### config.mk
export PLATFORM = sky130hd
export DESIGN_NAME = tdp_port_arbiter
export DESIGN_NICKNAME = d
export VERILOG_FILES = /design/src/rtl/tdp_arb_pkg.sv /design/src/rtl/tdp_rd_tag_pipe.sv /design/src/rtl/tdp_port_arbiter.sv
export SDC_FILE = /design/constraint.sdc
export NUM_CORES = 1
export LEC_CHECK = 0
export BUFFER_PORTS_ARGS = -buffer_cell sky130_fd_sc_hd__buf_2
export CORE_ASPECT_RATIO = 0.8
export CORE_UTILIZATION = 25
export DETAILED_ROUTE_END_ITERATION = 8
export GPL_TIMING_DRIVEN = 0
export SYNTH_ARGS = -nofsm -noshare
export SYNTH_HDL_FRONTEND = slang
export SYNTH_SLANG_ARGS = --single-unit
### constraint.sdc
create_clock -name clk -period 2.1 [get_ports clk]
set_input_delay 0.42 -clock clk [delete_from_list [all_inputs] [get_ports clk]]
set_output_delay 0.42 -clock clk [all_outputs]
set_load 0.005 [all_outputs]
### src/rtl/tdp_arb_pkg.sv
// rtl/tdp_arb_pkg.sv - shared types and helpers for the BRAM port arbiter
package tdp_arb_pkg;

    typedef enum logic {
        ST_INIT = 1'b0,
        ST_RUN  = 1'b1
    } arb_state_t;

    localparam int ID_W = 1;

    // Read latency seen by the tag pipe: one BRAM cycle plus the optional output register.
    function automatic int rd_lat(input int output_reg);
        return 1 + output_reg;
    endfunction

endpackage

### src/rtl/tdp_rd_tag_pipe.sv
// rtl/tdp_rd_tag_pipe.sv - shift register of {valid, id} tags producing per-requester read valids
module tdp_rd_tag_pipe
    import tdp_arb_pkg::*;
#(
    parameter int DEPTH = 1
) (
    input  logic            clk,
    input  logic            rstn,
    input  logic            in_valid,
    input  logic [ID_W-1:0] in_id,
    output logic            out_valid_0,
    output logic            out_valid_1
);

    logic [DEPTH-1:0]           vld_q, vld_d;
    logic [DEPTH-1:0][ID_W-1:0] id_q, id_d;

    always_comb begin
        vld_d    = '0;
        id_d     = '0;
        vld_d[0] = in_valid;
        id_d[0]  = in_id;
        for (int i = 1; i < DEPTH; i++) begin
            vld_d[i] = vld_q[i-1];
            id_d[i]  = id_q[i-1];
        end
    end

    always_ff @(posedge clk or negedge rstn) begin
        if (!rstn) begin
            vld_q <= '0;
            id_q  <= '0;
        end else begin
            vld_q <= vld_d;
            id_q  <= id_d;
        end
    end

    assign out_valid_0 = vld_q[DEPTH-1] && (id_q[DEPTH-1] == '0);
    assign out_valid_1 = vld_q[DEPTH-1] && (id_q[DEPTH-1] != '0);

endmodule

### src/rtl/tdp_port_arbiter.sv
// rtl/tdp_port_arbiter.sv - round-robin share of one BRAM port between two requesters with post-reset clear sweep
module tdp_port_arbiter
    import tdp_arb_pkg::*;
#(
    parameter int                    ADDR_WIDTH   = 4,
    parameter int                    DATA_WIDTH   = 16,
    parameter int                    BYTEEN_WIDTH = 2,
    parameter int                    OUTPUT_REG   = 1,
    parameter int                    INIT_EN      = 1,
    parameter logic [DATA_WIDTH-1:0] INIT_VALUE   = '0
) (
    input  logic                    clk,
    input  logic                    rstn,
    input  logic                    req_valid_0,
    input  logic                    req_valid_1,
    output logic                    req_ready_0,
    output logic                    req_ready_1,
    input  logic                    req_we_0,
    input  logic                    req_we_1,
    input  logic [ADDR_WIDTH-1:0]   req_addr_0,
    input  logic [ADDR_WIDTH-1:0]   req_addr_1,
    input  logic [DATA_WIDTH-1:0]   req_wdata_0,
    input  logic [DATA_WIDTH-1:0]   req_wdata_1,
    input  logic [BYTEEN_WIDTH-1:0] req_byteen_0,
    input  logic [BYTEEN_WIDTH-1:0] req_byteen_1,
    output logic                    rsp_valid_0,
    output logic                    rsp_valid_1,
    output logic [DATA_WIDTH-1:0]   rsp_rdata,
    output logic                    init_done,
    output logic                    bram_clke,
    output logic                    bram_we,
    output logic [BYTEEN_WIDTH-1:0] bram_byteen,
    output logic                    bram_addren,
    output logic [ADDR_WIDTH-1:0]   bram_addr,
    output logic [DATA_WIDTH-1:0]   bram_wdata,
    input  logic [DATA_WIDTH-1:0]   bram_rdata
);

    localparam int                    RD_LAT   = rd_lat(OUTPUT_REG);
    localparam logic [ADDR_WIDTH-1:0] ADDR_MAX = '1;

    arb_state_t                state_q, state_d;
    logic [ID_W-1:0]           rr_q, rr_d;
    logic [ADDR_WIDTH-1:0]     init_addr_q, init_addr_d;
    logic                      init_last_q, init_last_d;
    logic                      init_done_q, init_done_d;
    logic                      clke_q, clke_d, we_q, we_d, addren_q, addren_d;
    logic [BYTEEN_WIDTH-1:0]   byteen_q, byteen_d;
    logic [ADDR_WIDTH-1:0]     addr_q, addr_d;
    logic [DATA_WIDTH-1:0]     wdata_q, wdata_d;
    logic                      rd_issue_q, rd_issue_d;
    logic [ID_W-1:0]           rd_id_q, rd_id_d;

    logic                      grant_0, grant_1;
    logic                      sel_we;
    logic [ADDR_WIDTH-1:0]     sel_addr;
    logic [DATA_WIDTH-1:0]     sel_wdata;
    logic [BYTEEN_WIDTH-1:0]   sel_byteen;

    // Requesters are only served once the sweep has completed.
    always_comb begin
        grant_0 = 1'b0;
        grant_1 = 1'b0;
        if (state_q == ST_RUN && init_done_q) begin
            if (req_valid_0 && (!req_valid_1 || rr_q == '0)) grant_0 = 1'b1;
            else if (req_valid_1)                             grant_1 = 1'b1;
        end
        sel_we     = grant_1 ? req_we_1     : req_we_0;
        sel_addr   = grant_1 ? req_addr_1   : req_addr_0;
        sel_wdata  = grant_1 ? req_wdata_1  : req_wdata_0;
        sel_byteen = grant_1 ? req_byteen_1 : req_byteen_0;
    end

    always_comb begin
        state_d     = state_q;
        rr_d        = rr_q;
        init_addr_d = init_addr_q;
        init_last_d = init_last_q;
        init_done_d = init_done_q;
        clke_d      = 1'b0;
        we_d        = 1'b0;
        addren_d    = 1'b0;
        byteen_d    = '0;
        addr_d      = addr_q;
        wdata_d     = wdata_q;
        rd_issue_d  = 1'b0;
        rd_id_d     = '0;
        case (state_q)
            ST_INIT: begin
                if (init_last_q) begin
                    state_d     = ST_RUN;
                    init_done_d = 1'b1;
                    init_last_d = 1'b0;
                end else begin
                    clke_d      = 1'b1;
                    addren_d    = 1'b1;
                    we_d        = 1'b1;
                    byteen_d    = '1;
                    addr_d      = init_addr_q;
                    wdata_d     = INIT_VALUE;
                    init_addr_d = init_addr_q + 1'b1;
                    init_last_d = (init_addr_q == ADDR_MAX);
                end
            end
            default: begin
                init_done_d = 1'b1;
                if (grant_0 || grant_1) begin
                    clke_d     = 1'b1;
                    addren_d   = 1'b1;
                    we_d       = sel_we;
                    byteen_d   = sel_we ? sel_byteen : '0;
                    addr_d     = sel_addr;
                    wdata_d    = sel_wdata;
                    rd_issue_d = !sel_we;
                    rd_id_d    = grant_1 ? ID_W'(1) : '0;
                    rr_d       = grant_0 ? ID_W'(1) : '0;
                end
            end
        endcase
    end

    always_ff @(posedge clk or negedge rstn) begin
        if (!rstn) begin
            state_q     <= (INIT_EN != 0) ? ST_INIT : ST_RUN;
            rr_q        <= '0;
            init_addr_q <= '0;
            init_last_q <= 1'b0;
            init_done_q <= 1'b0;
            clke_q      <= 1'b0;
            we_q        <= 1'b0;
            addren_q    <= 1'b0;
            byteen_q    <= '0;
            addr_q      <= '0;
            wdata_q     <= '0;
            rd_issue_q  <= 1'b0;
            rd_id_q     <= '0;
        end else begin
            state_q     <= state_d;
            rr_q        <= rr_d;
            init_addr_q <= init_addr_d;
            init_last_q <= init_last_d;
            init_done_q <= init_done_d;
            clke_q      <= clke_d;
            we_q        <= we_d;
            addren_q    <= addren_d;
            byteen_q    <= byteen_d;
            addr_q      <= addr_d;
            wdata_q     <= wdata_d;
            rd_issue_q  <= rd_issue_d;
            rd_id_q     <= rd_id_d;
        end
    end

    // Tags enter when the read is on the BRAM pins, so the pipe depth equals the BRAM read latency.
    tdp_rd_tag_pipe #(
        .DEPTH (RD_LAT)
    ) u_tag_pipe (
        .clk         (clk),
        .rstn        (rstn),
        .in_valid    (rd_issue_q),
        .in_id       (rd_id_q),
        .out_valid_0 (rsp_valid_0),
        .out_valid_1 (rsp_valid_1)
    );

    assign req_ready_0 = grant_0;
    assign req_ready_1 = grant_1;
    assign rsp_rdata   = bram_rdata;
    assign init_done   = init_done_q;
    assign bram_clke   = clke_q;
    assign bram_we     = we_q;
    assign bram_byteen = byteen_q;
    assign bram_addren = addren_q;
    assign bram_addr   = addr_q;
    assign bram_wdata  = wdata_q;

endmodule

# Word-level counts from Yosys, hierarchy flattened
# Cells that the tools add are included.
dict set report classes {
  reduce_logical 12
  mux 35
  n_eq_ne 3
  n_addsub 1
  bitwise 4
}
# cell n
set op_table {}
lappend op_table {{$mux 16} 4}
lappend op_table {{$mux 1} 22}
lappend op_table {{$mux 4} 4}
lappend op_table {{$mux 2} 5}
lappend op_table {{$reduce_and 2->1} 3}
lappend op_table {{$add 4x1->4 const B} 1}
lappend op_table {{$eq 4x4->1 const B} 1}
lappend op_table {{$logic_and 1x1->1} 4}
lappend op_table {{$not 1->1} 4}
lappend op_table {{$logic_not 1->1} 2}
lappend op_table {{$logic_or 1x1->1} 2}
lappend op_table {{$ne 2x1->1 const B} 1}
lappend op_table {{$ne 2x2->1 const B} 1}
lappend op_table {{$reduce_bool 2->1} 1}
dict set report totals {
  input_bits 66
  ff_bits 38
  out_inout_bits 46
  wordCells 70
}

# Logic depth before layout (Yosys ltp)
# Gate-level depths: netlist of the first run.
dict set report logic_depth {
  depth_word 9
  ltp_mapped 7
  ltp_nobuf 5
}

# Modules after synthesis
# Synthesis of the first run repeated with hierarchy kept, for this count alone.
dict set report unflattened {
  hier_cells 165
  area_unflattened_um2 1729.2
}
# module cells_per_inst area_each_um2 seq_area_each_um2 instances
set by_module_without_submodules {}
lappend by_module_without_submodules {tdp_port_arbiter 159 1612.8 850.8 1}
lappend by_module_without_submodules {tdp_rd_tag_pipe 6 116.4 100.1 1}

# Worst setup path after synthesis of the first run
# Ideal clock, no wire load.
dict set report synth_timing {
  kind {register to output}
  start {register state_q}
  end {output port req_ready_1}
  setup_slack_ns 0.618
  t_required_ns 1.680
  path_stages_with_launch 6
  path_buffers 2
  t_arrival_ns 1.062
  cell_sequence {dfrtp_1 -> buf_4 -> and2_4 -> nand3_4 -> clkinv_2 -> buf_2}
}
dict set report synth_between {
  elab_chain_len 2
}
# item line
set synth_lines {}
lappend synth_lines {{from (decl)} tdp_port_arbiter.sv:42} ;# arb_state_t state_q, state_d;
lappend synth_lines {{from (signal assigned)} tdp_port_arbiter.sv:124} ;# state_q <= (INIT_EN != 0) ? ST_INIT : ST_RUN;
lappend synth_lines {{from (signal assigned)} tdp_port_arbiter.sv:138} ;# state_q <= state_d;
lappend synth_lines {{$logic_and 1x1->1} tdp_port_arbiter.sv:64} ;# if (state_q == ST_RUN && init_done_q) begin
lappend synth_lines {{$mux 1} tdp_port_arbiter.sv:64}
lappend synth_lines {{to (decl)} tdp_port_arbiter.sv:17} ;# output logic req_ready_1,
# No other way between the ends.

# Worst setup path after layout of the first run
# Same ends and word-level chain as after synthesis.

==> reports/summary.txt, run 1 <==
arrival time at the worst endpoint = 1.47 ns
RSZ-0062 raised after global routing = no
Final setup viols = 0
I/O pins = 112
drt drc = 0
Setup Fix Bufs, Post-CTS = 0
core area = 6570 um^2
Final min period = 1.89 ns
Clock Sink Count = 38
required time worst endpoint = 1.68 ns
cells after synthesis = 166
layout cells sized above 1 = 49.6%
Pre-Repair DR Iteration Count = 4
Synth Warn # = 0
DRT Wirelength = 4220 um
Die ar. = 7340 um^2
slew margin rel. = 44.6%
#FFs+latches synth = 38
Slew Viols, Final = 0
Setup Skew = 0.00432 ns
vias in the first global route = 1449
pin count of the biggest net entering global routing = 39
Cell Chain, Critical Path = buf_4 -> and2_4 -> nand3_4 -> clkinv_4 -> buf_2
antenna violations before repair = 0
slew of the pin with the lowest slew margin = 0.831 ns
first-pass GRT wire length = 6960 um
clock root buffer = clkbuf_8
Syn Nets = 233
maximum VDD drop = 235 uV
Area Overhead vs Synth = 39.3%
RR Startpoint = state_q$_DFF_PN0_
HP Class = in2async
H-tree depth = 2
post-synthesis sequential area ratio = 54.3%
Post-synth ARST share = 100%
Setup WS pre-CTS = 0.279 ns
outcome = complete, no violations
post-layout util = 37.1%
DR vias = 1542
GPL Wtd Cong = 0.753
Port Buffers = 95
setup tns final = 0 ns
n_diodes = 0
Hold Vio Cnt, Final = 0
CTS tree = done
Netlist Area Pre-Place = 1750 um^2
Initial Utilization = 26.6%
Area contributors post-synth = dfrtp_1 54%, nand2_1 8.4%, buf_4 8.1%
fin area = 2440 um^2
GR Overflow Total = 0
Max Cap Viol = 0
CP Launch Point = state_q$_DFF_PN0_
Worst Setup End Kind = primary output
Syn Area/Cell = 10.5 um^2
Setup Crit Path Kind = reg2out
post-detail-place hpwl = 3220 um
# rows = 26
Wirelength per Cell = 12.0 um
final setup margin = 0.207 ns
P per Cell Area = 713 nW/um^2
gr usage total = 12.4%
Final ANT Viol Nets = 0
Clock Path Buffers = 2
Worst Path Max Fanout = 18
CP max-delay cell = dfrtp_1
Synth Flop Type = dfrtp_1
Fmax = 0.528 GHz
share of the synthesized area in the top cell type = 54.3%
clk slew on worst S/H paths = 0.08 ns
Yosys cell types = 27
Die Y = 76.8 um
Clk Latency, worst-skew pair = 0.29 ns
Post-synth EDFFs = 0
CTS Buf Count = 5
Yosys top cell by area = dfrtp_1
crit-path max cell delay = 0.37 ns
Vias/cell = 4.38
DP Area = 2330 um^2
Iter 0 DRT Violations = 53
Critical Path Source Type = flip-flop
Leak = 1.28 nW
Final #Nets = 334
Final period util = 90.1%
Die Span X = 95.6 um
[area by class of cell]
type	instances	area (um^2)
inverter	4	20.0
fill	677	4130
clock inverter	3	40.0
clock buffer	5	68.8
timing repair buffer	95	475
tap	84	105
sequential	38	951
buffer	24	168
multi-input combinational	99	611
[through the flow]
stage | power (mW) | hold WS (ns) | instances
CTS | 1.78 | 0.266 | 353
floorplan | 0.986 | 0.124 | 166
global placement | 1.15 | 0.334 | 345
detailed placement | 1.16 | 0.338 | 345
global route | 1.85 | 0.305 | 352
finish | 1.74 | 0.226 | 352
[routing by layer]
layer	track usage (%)	wire length, um
met2	19.2	1950
met3	3.08	290
met5	0	0
met1	16.3	1910
met4	5.37	69
[worst max-delay path, delay by kind of cell (launching register included)]
family	cells	cell delay, ns
simple gates	2	0.31
flops	1	0.37
buf+inv	3	0.48
[logic make-up (layout without fill, tap and decap cells)]
| family | count (synthesis) | count (layout) | share of synthesized area [%] |
|---|---|---|---|
| buffers and inverters | 29 | 131 | 10.8 |
| XOR/XNOR | 3 | 3 | 1.50 |
| adder cells (fa/ha/maj) | 1 | 1 | 0.715 |
| flip-flops | 38 | 38 | 54.3 |
| AO/OA/AOI/OAI | 34 | 34 | 13.9 |
| multiplexers | 7 | 7 | 4.00 |
| AND/OR/NAND/NOR | 54 | 54 | 14.7 |
[final timing paths]
check / depth (start not counted) / slack, ns / end
worst min register to register: 0 / 0.35 / u_tag_pipe.vld_q[1]$_DFF_PN0_
max in group asynchronous: 1 / 1.35 / bram_wdata[12]$_DFFE_PN0P_
worst min-delay path: 1 / 0.23 / bram_addr[3]$_DFFE_PN0P_
worst max register to register: 6 / 0.56 / bram_addr[1]$_DFFE_PN0P_
min in group clk: 3 / 0.32 / bram_wdata[11]$_DFFE_PN0P_
worst max-delay path: 5 / 0.21 / req_ready_1
[state kept, by name, indices dropped and copies added, names as in the netlist, 2 cells and up]
name	count
bram_addr	4
u_tag_pipe.vld_q	2
bram_byteen	2
init_addr_q	4
bram_wdata	16
[report_power, final]
| group | internal (mW) | switching, mW | total (mW) |
|---|---|---|---|
| sequential | 0.798 | 0.0332 | 0.831 |
| combinational | 0.157 | 0.144 | 0.302 |
| clock | 0.349 | 0.255 | 0.605 |
[what timing repair did]
item	in CTS	in global routing
hold buffers	0	0
gates resized for setup	1	0
endpoints found under the hold margin	0	0
endpoints found under the setup margin	1	1
[cell usage in the layout, fill, tap and decap left out]
master,n
buf_2,100
nand2_1,39
dfrtp_1,38
buf_4,19
a32oi_1,15
a21oi_1,7
mux2i_1,7
o21ai_0,7
clkbuf_8,5
nor3b_1,4
inv_1,3
xnor2_1,3
nor2_2,2
a221oi_1,2
clkinv_2,2
nand2b_1,1
and2_4,1
nand3_4,1
clkinv_4,1
o211a_1,1
a21oi_2,1
nor2b_1,1
and2_1,1
and3_1,1
a31oi_1,1
nand4_1,1
or3_1,1
nand3_1,1
ha_1,1
bufinv_16,1
[cells in the mapped netlist (2+ instances only)]
cell,n
dfrtp_1,38
a221oi_1,2
xnor2_1,3
inv_1,3
nand2_1,39
nor3b_1,4
a21oi_1,7
a32oi_1,15
buf_4,19
o21ai_0,7
buf_2,6
mux2i_1,7
nor2_2,2
Note: power is estimated with default switching activity, not from simulation.
==> run 2, diff against run 1 <==
--- a/config.mk
+++ b/config.mk
@@ -6,10 +6,12 @@
 export NUM_CORES = 1
 export LEC_CHECK = 0
 export BUFFER_PORTS_ARGS = -buffer_cell sky130_fd_sc_hd__buf_2
+export CAP_MARGIN = 20
 export CORE_ASPECT_RATIO = 0.8
 export CORE_UTILIZATION = 25
 export DETAILED_ROUTE_END_ITERATION = 8
 export GPL_TIMING_DRIVEN = 0
+export PLACE_DENSITY = 0.59
 export SYNTH_ARGS = -nofsm -noshare
 export SYNTH_HDL_FRONTEND = slang
 export SYNTH_SLANG_ARGS = --single-unit
==> run 2 against run 1 <==
Effect of this change: via count down 0.58%; die area unchanged; critical path depth unchanged; first-iteration DRC count up 72%; wire length up 1.6%; combinational power about the same; clock power up 25%; total power up 9.0%; maximum frequency up 0.90%; clock skew down 0.0025 ns; critical endpoint unchanged.
==> reports/summary.txt, run 2 (synthesis gave the netlist of run 1 again) <==
outcome = complete, no violations
Final ANT Viol Nets = 0 (unchanged)
max reg flops = 16 (unchanged)
Final #Nets = 334 (unchanged)
setup tns final = 0 ns (unchanged)
Die Y = 76.8 um (unchanged)
CP Launch Point = state_q$_DFF_PN0_
Iter 0 DRT Violations = 91 (+72%)
pin count of the biggest net entering global routing = 39 (unchanged)
Hold Vio Cnt, Final = 0 (unchanged)
maximum VDD drop = 266 uV (+13%)
CTS tree = done
DRT Wirelength = 4280 um (+1.6%)
met3 GRT Util = 3.17% (+0.099 points)
Setup Skew = 0.00181 ns (-0.00251 ns)
crit-path max cell delay = 0.36 ns (about the same)
vias in the first global route = 1504 (+3.8%)
I/O pins = 112 (unchanged)
Max Cap Viol = 0 (unchanged)
gr usage total = 12.7% (+0.33 points)
# rows = 26 (unchanged)
arrival time at the worst endpoint = 1.46 ns (about the same)
busiest grt layer = met2
R2R setup slack = 0.53 ns (-0.03 ns)
required time worst endpoint = 1.68 ns (about the same)
H-tree depth = 2 (unchanged)
GPL Wtd Cong = 0.716 (-4.9%)
Setup Crit Path Kind = reg2out
fill count = 671 (-0.89%)
RSZ-0062 raised after global routing = no
Wirelength per Cell = 12.2 um (+1.6%)
Clock Sink Count = 38 (unchanged)
# placed instances = 345 (unchanged)
global routing usage on met1 = 17.4% (+1.2 points)
Cell Chain, Critical Path = buf_4 -> and2_4 -> nand3_4 -> clkinv_4 -> buf_2
Setup Fix Bufs, Post-CTS = 0 (unchanged)
Final setup viols = 0 (unchanged)
HP Class = in2async
CTS Buf Count = 5 (unchanged)
Worst Reg2Reg Path Length in Cells = 6 (unchanged)
post-detail-place hpwl = 3270 um (+1.6%)
Fmax = 0.533 GHz (+0.90%)
RR Startpoint = state_q$_DFF_PN0_
GR Overflow Total = 0 (unchanged)
Die ar. = 7340 um^2 (unchanged)
most common cell after layout, fill and taps aside = buf_2
Pre-Repair DR Iteration Count = 4 (unchanged)
clock root buffer = clkbuf_8
slew margin rel. = 45.0% (+0.35 points)
antenna violations before repair = 0 (unchanged)
final cell count without fillers = 352 (unchanged)
Vias/cell = 4.36 (-0.58%)
Clk Latency, worst-skew pair = 0.28 ns (about the same)
layout cells sized above 1 = 49.6% (unchanged)
Final min period = 1.88 ns (-0.0168 ns)
grt met2 use = 19.6% (+0.36 points)
Port Buffers = 95 (unchanged)
clk slew on worst S/H paths = 0.07 ns (about the same)
drt drc = 0 (unchanged)
Worst Setup End Kind = primary output
Clock Path Buffers = 2 (unchanged)
critical path buffer and inverter count = 3 (unchanged)
critical path capture point = req_ready_1
first-pass GRT wire length = 7230 um (+4.0%)
P per Cell Area = 766 nW/um^2 (+7.5%)
cell count along the critical path = 5 (unchanged)
total power = 1.89 mW (+9.0%)
Final period util = 89.3% (-0.80 points)
Critical R2R Capture = bram_byteen[0]$_DFF_PN0_
CP max-delay cell = dfrtp_1
CP delay by family, top = buffers and inverters
core area = 6570 um^2 (unchanged)
Area Overhead vs Synth = 41.2%
Worst Path Max Fanout = 18 (unchanged)
Die Span X = 95.6 um (unchanged)
most frequent cells in the layout = 100 x buf_2, 39 x nand2_1, 38 x dfrtp_1, 19 x buf_4, 15 x a32oi_1
Leak = 1.29 nW (+1.1%)
n_diodes = 0 (unchanged)
DR vias = 1533 (-0.58%)
Slew Viols, Final = 0 (unchanged)
Critical Path Source Type = flip-flop
Initial Utilization = 26.6% (unchanged)
slew of the pin with the lowest slew margin = 0.825 ns (-0.00529 ns)
-- run 2: changes by cell type in the layout (fill, tap and decap cells not counted) --
cell       before  now
bufinv_16       1    2
clkinv_2        2    0
clkbuf_8        5    6
-- run 2: how the worst min path moves through the flow --
stage,start,end,slack [ns],cells past startpoint
floorplan,rstn,bram_addr[0]$_DFFE_PN0P_,0.12,0
global placement,rd_issue_q$_DFF_PN0_,u_tag_pipe.vld_q[0]$_DFF_PN0_,0.33,0
detailed placement,rd_issue_q$_DFF_PN0_,u_tag_pipe.vld_q[0]$_DFF_PN0_,0.33,0
CTS,rstn,bram_addr[2]$_DFFE_PN0P_,0.27,1
global route,rstn,bram_wdata[6]$_DFFE_PN0P_,0.32,1
finish,rstn,bram_addr[3]$_DFFE_PN0P_,0.23,1
-- run 2: stage by stage --
step / setup slack (ns) / hold WS [ns] / cell area, um^2 / utilization, %
after floorplan: 0.618 / 0.124 / 1750 / -
after global placement: 0.302 / 0.335 / 2330 / 35.5
after detailed placement: 0.298 / 0.335 / 2330 / 35.5
after CTS: 0.0461 / 0.275 / 2480 / 37.7
after global routing: 0.133 / 0.319 / 2470 / 37.6
final: 0.224 / 0.232 / 2470 / 37.6
-- run 2: layout make-up --
type | instances | area (um^2) | share of cell area, %
multi-input cells | 99 | 611 | 24.7
clock buffers | 6 | 82.6 | 3.34
repair buffers | 95 | 475 | 19.2
well taps | 84 | 105 | 4.25
inverters | 4 | 20.0 | 0.810
plain buffers | 24 | 168 | 6.78
flip-flops and latches | 38 | 951 | 38.5
clock inverters | 2 | 60.1 | 2.43
-- run 2: where the power goes --
part / internal, mW / leakage (nW) / switching (mW) / total [mW]
Clock: 0.507 / 0.0714 / 0.252 / 0.759
Combinational: 0.157 / 0.759 / 0.147 / 0.304
Sequential: 0.798 / 0.459 / 0.0325 / 0.831
-- run 2: what timing repair did --
action	in CTS	in global routing
resized for setup	1	0
setup endpoints to repair	1	1
endpoints found under the hold margin	0	0
hold buffers	0	0
-- run 2: worst register-to-register path, stage by stage, from the launching register on --
cell and delay, ns:
dfrtp_1 0.33, buf_4 0.15, and2_4 0.19, nand3_4 0.15
clkinv_4 0.17, a21oi_2 0.10, a221oi_1 0.37
-- run 2: routing by layer --
metal / part of all wire [%] / vias up
met5: 0 / -
met1: 45 / 708
met4: 0.93 / 0
li1: - / 767
met3: 6.1 / 5
met2: 48 / 53
